<file path="config.mk">
export PLATFORM = sky130hd
export DESIGN_NAME = pwm_multi
export DESIGN_NICKNAME = d
export VERILOG_FILES = /design/src/rtl/pwm_multi.sv
export SDC_FILE = /design/constraint.sdc
export NUM_CORES = 1
export LEC_CHECK = 0
export ABC_CLOCK_PERIOD_IN_PS = 4100
export CORE_AREA = 5 5 98 77
export DETAILED_ROUTE_END_ITERATION = 16
export DIE_AREA = 0 0 103 82
export PLACE_DENSITY = 0.81
export SYNTH_ARGS = -nofsm -noshare
export SYNTH_HDL_FRONTEND = slang
export SYNTH_SLANG_ARGS = --single-unit
export TNS_END_PERCENT = 10
</file>
<file path="constraint.sdc">
create_clock -name clock -period 4.1 [get_ports clock]
set_input_delay 0.82 -clock clock [delete_from_list [all_inputs] [get_ports clock]]
set_output_delay 0.82 -clock clock [all_outputs]
set_load 0.02 [all_outputs]
</file>
<file path="src/rtl/pwm_multi.sv">
// ============================================================================
// Module   : pwm_multi
// Purpose  : Multi-channel PWM generator. One shared period counter drives
//            CHANNELS compare outputs. Period and duty values are
//            double-buffered and reload only at frame boundaries. A one-cycle
//            wrap pulse marks the last cycle of each frame.
// Options  : Define PWM_CENTER_ALIGN_EN to add the io_center input, which
//            selects triangle (center-aligned) counting.
// Revision : 1.0 - initial release
// ============================================================================
`default_nettype none

module pwm_multi #(
  parameter int WIDTH    = 8,
  parameter int CHANNELS = 4
) (
  input  logic                      clock,
  input  logic                      reset,
  input  logic                      io_en,
  input  logic [WIDTH-1:0]          io_periodCounter,
  input  logic [CHANNELS*WIDTH-1:0] io_dutyCicle,
  input  logic [CHANNELS-1:0]       io_chEn,
`ifdef PWM_CENTER_ALIGN_EN
  input  logic                      io_center,
`endif
  output logic [CHANNELS-1:0]       io_out,
  output logic [WIDTH-1:0]          io_contador,
  output logic                      io_wrap
);

  localparam logic [WIDTH-1:0] c_ZERO = '0;
  localparam logic [WIDTH-1:0] c_ONE  = WIDTH'(1);
  localparam logic [WIDTH-1:0] c_TWO  = WIDTH'(2);

  // Active (shadow) state
  logic [WIDTH-1:0]          r_cnt;
  logic [WIDTH-1:0]          r_per;
  logic [CHANNELS*WIDTH-1:0] r_duty;

  // Next-state values
  logic [WIDTH-1:0]          w_cnt_nxt;
  logic [WIDTH-1:0]          w_per_nxt;
  logic [CHANNELS*WIDTH-1:0] w_duty_nxt;

  logic w_running;
  logic w_at_end;
  logic w_reload;

`ifdef PWM_CENTER_ALIGN_EN
  logic r_center;
  logic r_dir;        // 1 = counting down in triangle mode
  logic w_center_nxt;
  logic w_dir_nxt;
  logic w_tri;        // triangle counting active for this frame
  assign w_tri = r_center && (r_per >= c_TWO);
`endif

  assign w_running = io_en && (r_per != c_ZERO);

  // Frame end: top of the ramp in edge mode, down-count cnt==2 in triangle
  // mode (for per_act==2 the peak is also the down-count 2).
  always_comb begin
    w_at_end = (r_cnt == r_per);
`ifdef PWM_CENTER_ALIGN_EN
    if (w_tri) begin
      w_at_end = (r_cnt == c_TWO) && (r_dir || (r_per == c_TWO));
    end
`endif
  end

  assign w_reload = w_running && ((r_cnt == c_ZERO) || w_at_end);

  // Next-state: idle tracks inputs, boundaries reload shadows, else count
  always_comb begin
    w_cnt_nxt  = r_cnt;
    w_per_nxt  = r_per;
    w_duty_nxt = r_duty;
`ifdef PWM_CENTER_ALIGN_EN
    w_center_nxt = r_center;
    w_dir_nxt    = r_dir;
`endif
    if (!w_running || w_reload) begin
      w_per_nxt  = io_periodCounter;
      w_duty_nxt = io_dutyCicle;
`ifdef PWM_CENTER_ALIGN_EN
      w_center_nxt = io_center;
      w_dir_nxt    = 1'b0;
`endif
      // A new period of zero means the next frame is idle: keep cnt at 0 so
      // no channel sees a spurious compare hit.
      if (w_running && (io_periodCounter != c_ZERO)) begin
        w_cnt_nxt = c_ONE;
      end else begin
        w_cnt_nxt = c_ZERO;
      end
    end else begin
`ifdef PWM_CENTER_ALIGN_EN
      if (w_tri && r_dir) begin
        w_cnt_nxt = r_cnt - c_ONE;
      end else if (w_tri && (r_cnt == r_per)) begin
        w_dir_nxt = 1'b1;
        w_cnt_nxt = r_cnt - c_ONE;
      end else begin
        w_cnt_nxt = r_cnt + c_ONE;
      end
`else
      w_cnt_nxt = r_cnt + c_ONE;
`endif
    end
  end

  // State register with synchronous reset taking priority
  always_ff @(posedge clock) begin
    if (reset) begin
      r_cnt  <= c_ZERO;
      r_per  <= c_ZERO;
      r_duty <= '0;
`ifdef PWM_CENTER_ALIGN_EN
      r_center <= 1'b0;
      r_dir    <= 1'b0;
`endif
    end else begin
      r_cnt  <= w_cnt_nxt;
      r_per  <= w_per_nxt;
      r_duty <= w_duty_nxt;
`ifdef PWM_CENTER_ALIGN_EN
      r_center <= w_center_nxt;
      r_dir    <= w_dir_nxt;
`endif
    end
  end

  assign io_contador = r_cnt;
  assign io_wrap     = w_running && w_at_end;

  // Per-channel compare, gated combinationally by the enables
  generate
    for (genvar gi = 0; gi < CHANNELS; gi++) begin : g_ch
      assign io_out[gi] = io_en && io_chEn[gi] && (r_cnt != c_ZERO) &&
                          (r_cnt <= r_duty[gi*WIDTH +: WIDTH]);
    end
  endgenerate

endmodule

`default_nettype wire

</file>
==> flow_metrics.tcl, run 1 <==
set metrics [dict create \
    clock_path_buffers 2 \
    die_area_um2 8446 \
    diodes 0 \
    ys_seq_area_share_pct 30.94 \
    combinationalPowerShare_pct 21.8 \
    r2r_start "io_contador[2]$_SDFF_PP0_" \
    drive_above_1_share_pct 3.242 \
    place_area_um2 3727 \
    tightest_slew_ns 1.063 \
    endpoint_kind "output pin" \
    maxSlewHeadroom_pct 29.15 \
    worst-path-buf-inv 1 \
    rrSetupSlack_ns 1.79 \
    wirelength_um 6412 \
    port-buffer-count 59 \
    holdBufCountCts 0 \
    wire_per_inst_um 13.22 \
    p_leak_nw 1.544 \
    synth_area_per_cell_um2 8.924 \
    worst-path-stages 7 \
    die_x_um 103 \
    grt_pass1_wl_um 10900 \
    area_growth_pct 23.01 \
    synth-edff-count 0 \
    pwr-share-seq_pct 50.0 \
    intPower_mw 0.7600 \
    critPathTopFamily "flip-flops" \
    cts_buffers 5 \
    grt_setup_unrepaired "no" \
    crit_path_start_kind "register" \
    synth_seq_cells 48 \
    synthFlopType "dfxtp_1" \
    synth_nets 429 \
    yosysUniqueCellTypes 27 \
    finalSetupTns_ns 0 \
    post_cts_buffers 0 \
    layout_worst_path_cycle_share_pct 80.53 \
    first_pass_iters 4 \
    yosys-top-cells-area "dfxtp_1 (31%), nand2b_1 (16%), mux2i_1 (14%)" \
    worstHoldPathCells 2 \
    post-route-util_pct 58.13 \
    postSynth.asyncResetShare_pct 0 \
    initialDrtViolationCount 96 \
    syn_inst 348 \
    finalMaxSlewViolations 0 \
    track_usage_pct 16.18 \
    critPathMaxFanout 9 \
    fmaxAchievable_ghz 0.3029 \
    cp_slowest_cell "dfxtp_1" \
    grt_pass1_vias 2504 \
    path_class "register to output pin" \
    remaining_drc_errors 0 \
    layout_setup_ws_ns 0.7985 \
    vias 2429 \
    hold_path_class "register to register" \
    path_cells "ha_1 > nor2b_1 > o21a_1 > o21ai_0 > a21oi_1 > nor2_1 > clkdlybuf4s50_1" \
    dp_hpwl_um 4748 \
    powerDensity_nw_per_um2 271.1 \
    yosysTopAreaCell "dfxtp_1" \
    insertion_delay_ns 0.30 \
    io_pins 60 \
    cts-htree-levels 2 \
    fin_crit_ns 3.302 \
    root_buffer "clkbuf_8" \
    hold_slack_ns 0.4800 \
    die_y_um 82 \
    fin_skew_ns 0.01110 \
    total_power_mw 1.036 \
    fin_area_um2 3820 \
    switching_share_pct 26.61 \
    reg2reg_depth 6 \
    critPathArrivalTime_ns 2.48 \
    num-nets-final 481 \
    drv_cap 0 \
    coreArea_um2 6571 \
    p_switching_mw 0.2756 \
    viasPerCell 5.008 \
    setup_viol 0 \
    status "completed" \
    grt_max_degree 90 \
    initial_core_util_pct 47.26 \
    clock-sinks 48 \
    rr_endpoint "r_duty[12]$_SDFFE_PP0P_" \
    overflow 0 \
    synthTopCellsByCount "nand2b_1 (80), dfxtp_1 (48), mux2i_1 (44), ha_1 (34), inv_1 (30)" \
    worstPathRequired_ns 3.28 \
    final_cells 485 \
    antenna_found_initial 0 \
    p_clk_share_pct 28.2 \
    min_to "r_duty[17]$_SDFFE_PP0P_" \
    cts.repair.resized 0 \
    final-hold-violation-count 0 \
    syn_area_um2 3105 \
    rows 26 \
    worst_ir_drop_vdd_uv 109.5 \
    slowest_delay_ns 0.60 \
    hp-start "r_duty[17]$_SDFFE_PP0P_" \
    clk_pin_slew_worst_paths_ns 0.09 \
    cts_tree "done" \
    yosysWarnings 0 \
    yosysTopAreaCellShare_pct 30.94 \
    place_congestion 0.7821 \
    n_fill_cell 604 \
    dp.cells 477 \
    place_ws_ns 0.8145 \
    ant_nets 0 \
    yosysMostFrequentCell "nand2b_1" \
]
power by group through the flow:
stage          sequential (mW)  combinational (mW)  clock, mW
2_1_floorplan            0.525               0.150          0
3_3_place_gp             0.528               0.219          0
3_5_place_dp             0.529               0.227          0
4_1_cts                  0.518               0.229      0.299
5_1_grt                  0.522               0.253      0.314
6_report                 0.518               0.226      0.292
cell usage in the layout, fill, tap and decap left out, drive strengths merged, types with 5 or more instances in the layout:
cell / count
xor2: 10
nor4: 5
clkdlybuf4s50: 58
nor3b: 6
mux2i: 44
a21oi: 12
dfxtp: 48
ha: 34
nand4: 8
nand2b: 80
inv: 30
clkbuf: 6
nor2: 12
nand2: 10
o21ai: 9
state kept, by name (all words and copies together), names as in the netlist:
register,count
r_duty,32
r_per,8
io_contador,8
kinds of logic (layout without fill, tap and decap cells):
| family | count (synthesis) | in the layout | share of synthesized area [%] |
|---|---|---|---|
| AO/OA/AOI/OAI | 26 | 26 | 4.714 |
| XOR/XNOR | 14 | 14 | 3.948 |
| multiplexers | 45 | 45 | 14.54 |
| AND/OR/NAND/NOR | 135 | 135 | 25.79 |
| adder cells (fa/ha/maj) | 34 | 34 | 13.70 |
| buffers and inverters | 46 | 99 | 6.366 |
| flip-flops | 48 | 48 | 30.94 |
how the worst max path moves through the flow:
stage / startpoint / end
after global placement: io_en / io_out[1]
after global routing: io_contador[7]$_SDFF_PP0_ / io_out[2]
after detailed placement: io_en / io_out[1]
final: io_contador[1]$_SDFF_PP0_ / io_out[2]
after floorplan: io_contador[1]$_SDFF_PP0_ / io_out[0]
after CTS: io_contador[1]$_SDFF_PP0_ / io_out[2]
layout make-up:
type	count	area (µm²)	area share, %
multi-input cells	254	1948	51.00
flip-flops and latches	48	960.9	25.16
repair buffers	61	600.6	15.72
inverters	30	112.6	2.948
well taps	84	105.1	2.751
clock buffers	6	82.58	2.162
clock inverters	2	10.01	0.2620
metal layers:
metal	track usage [%]	up-vias	share of wire, %	wire length [µm]
met5	0	-	0	0
met4	5.951	0	2.1	132
met3	3.735	15	5.1	329
met2	28.36	52	47	3038
met1	19.28	1103	45	2912
li1	-	1259	-	-
worst min-delay path, delay by kind of cell, from the launching register on:
family	cells	cell delay, ns
flops	1	0.32
simple gates	1	0.06
mux	1	0.06
No activity file was read; power rests on OpenSTA's default activity.
==> inputs of run 2 (changes only) <==
--- a/config.mk
+++ b/config.mk
@@ -5,7 +5,7 @@
 export SDC_FILE = /design/constraint.sdc
 export NUM_CORES = 1
 export LEC_CHECK = 0
-export ABC_CLOCK_PERIOD_IN_PS = 4100
+export ABC_CLOCK_PERIOD_IN_PS = 3210
 export CORE_AREA = 5 5 98 77
 export DETAILED_ROUTE_END_ITERATION = 16
 export DIE_AREA = 0 0 103 82
==> constraint.sdc (replaced) <==
create_clock -name clock -period 3.21 [get_ports clock]
set_input_delay 0.642 -clock clock [delete_from_list [all_inputs] [get_ports clock]]
set_output_delay 0.642 -clock clock [all_outputs]
set_load 0.02 [all_outputs]
==> run 2 against run 1 <==
Against the previous run:
- total power up 29%
- clock power increased by 29%
- via count increased by 3.2%
- sequential share of layout area down 0.24 points
- wire length increased by 4.5%
- global-route usage increased by 0.84 points
- combinational power up 32%
- first-iteration DRC count up 6.3%
==> flow_metrics.tcl, run 2 (synthesized netlist as in run 1, its figures left out) <==
set metrics [dict create \
    p_leak_nw 1.569 \
    critPathArrivalTime_ns 2.40 \
    p_clk_share_pct 28.2 \
    post-route-util_pct 58.91 \
    crit_start "io_contador[2]$_SDFF_PP0_" \
    grt_pass1_wl_um 11360 \
    intPower_mw 0.9798 \
    overflow 0 \
    layout_worst_path_cycle_share_pct 94.84 \
    cts-htree-levels 2 \
    port-buffer-count 59 \
    clk_pin_slew_worst_paths_ns 0.09 \
    wire_per_inst_um 13.68 \
    track_usage_pct 17.02 \
    rows 26 \
    path_class "register to output pin" \
    total_power_mw 1.335 \
    critPathMaxFanout 10 \
    initial_core_util_pct 47.26 \
    maxSlewHeadroom_pct 66.47 \
    worstPathRequired_ns 2.57 \
    viasPerCell 5.114 \
    final-hold-violation-count 0 \
    crit_path_start_kind "register" \
    insertion_delay_ns 0.30 \
    place_area_um2 3777 \
    vias 2506 \
    tightest_slew_ns 0.5022 \
    endpoint_kind "output pin" \
    fin_crit_ns 3.044 \
    die_area_um2 8446 \
    fmaxAchievable_ghz 0.3285 \
    num-nets-final 486 \
    remaining_drc_errors 0 \
    wirelength_um 6702 \
    finalMaxSlewViolations 0 \
    fin_skew_ns 0.005904 \
    dp_hpwl_um 5106 \
    setup_viol 0 \
    hold_path_class "register to register" \
    antenna_found_initial 0 \
    grt_setup_unrepaired "no" \
    cts_tree "done" \
    first_pass_iters 5 \
    io_pins 60 \
    finalSetupTns_ns 0 \
    die_y_um 82 \
    reg2reg_depth 6 \
    die_x_um 103 \
    rr_endpoint "r_per[1]$_SDFFE_PP0P_" \
    fin_area_um2 3871 \
    crit_end "io_out[0]" \
    combinationalPowerShare_pct 22.3 \
    final_cell_mix "nand2b_1 (80), clkdlybuf4s50_1 (58), dfxtp_1 (45), mux2i_1 (44), ha_1 (34)" \
    initialDrtViolationCount 102 \
    holdBufCountCts 0 \
    dr_wl_met2_um 3228 \
    grt_max_degree 38 \
    place_congestion 0.7969 \
    root_buffer "clkbuf_8" \
    top_register "r_duty" \
    post_cts_buffers 0 \
    clock-sinks 48 \
    cts_buffers 5 \
    wl_met3_um 343 \
    status "completed" \
    area_growth_pct 24.66 \
    rrSetupSlack_ns 1.09 \
    clock_path_buffers 2 \
    diodes 0 \
    drv_cap 0 \
    worst_ir_drop_vdd_uv 172.3 \
    ant_nets 0 \
    coreArea_um2 6571 \
    final_common_cell "nand2b_1" \
    grt_pass1_vias 2483 \
    p_switching_mw 0.3555 \
    largest_reg_flops 32 \
    pwr-share-seq_pct 49.4 \
    drt-met1-wl_um 3041 \
    r2r_start "io_contador[3]$_SDFF_PP0_" \
    switching_share_pct 26.62 \
    highest_layer "met4" \
    powerDensity_nw_per_um2 344.9 \
    drive_above_1_share_pct 4.680 \
]
[run 2: cell types whose count changed in the layout (fill, tap and decap cells not counted)]
cell | previous run | this run
buf_12 | 0 | 1
clkbuf_1 | 0 | 2
clkinv_2 | 2 | 0
dfxtp_2 | 0 | 3
dfxtp_1 | 48 | 45
buf_4 | 2 | 6
[run 2: power by group through the flow]
stage,registers [mW],logic (mW),clock network (mW)
finish,0.660,0.298,0.377
global placement,0.672,0.287,0
detailed placement,0.674,0.299,0
global route,0.666,0.330,0.417
floorplan,0.670,0.192,0
CTS,0.660,0.301,0.388
[run 2: metrics by stage]
step,hold slack [ns],cells,setup slack (ns)
after floorplan,0.4519,348,0.9184
after global placement,0.4616,482,0.2691
after detailed placement,0.4714,482,0.2885
after CTS,0.4850,490,0.03417
after global routing,0.4929,490,0.01326
final,0.4805,490,0.1657
[run 2: worst min-delay path by stage]
stage	from	end	slack (ns)	cells past startpoint
5_1_grt	r_duty[15]$_SDFFE_PP0P_	r_duty[15]$_SDFFE_PP0P_	0.49	2
4_1_cts	r_duty[15]$_SDFFE_PP0P_	r_duty[15]$_SDFFE_PP0P_	0.48	2
2_1_floorplan	r_duty[10]$_SDFFE_PP0P_	r_duty[10]$_SDFFE_PP0P_	0.45	2
6_report	r_duty[30]$_SDFFE_PP0P_	r_duty[30]$_SDFFE_PP0P_	0.48	2
3_3_place_gp	r_duty[19]$_SDFFE_PP0P_	r_duty[19]$_SDFFE_PP0P_	0.46	2
3_5_place_dp	r_duty[4]$_SDFFE_PP0P_	r_duty[4]$_SDFFE_PP0P_	0.47	2
[run 2: timing repair]
item / 4_1_cts / 5_1_grt
resized for setup: 0 / 3
endpoints found under the hold margin: 0 / 0
endpoints found under the setup margin: 0 / 4
[run 2: worst max-delay path: stages, from the launching register on]
cell and delay (ns):
dfxtp_1 0.64, ha_1 0.34, o21a_1 0.11, o21ai_0 0.14, a21oi_1 0.09, nor2_1 0.15
clkdlybuf4s50_1 0.63
[run 2: final cells by class]
cell class              count  area [µm²]
clock buffers               8       90.09
flip-flops and latches     48       964.7
repair buffers             66       650.6
multi-input cells         254        1948
inverters                  30       112.6
well taps                  84       105.1
fillers                   594        2700
[run 2: metal layers]
layer / up-vias / GRT usage, %
li1: 1269 / -
met1: 1170 / 21.99
met2: 58 / 28.23
met3: 9 / 3.735
met4: 0 / 5.433
met5: - / 0
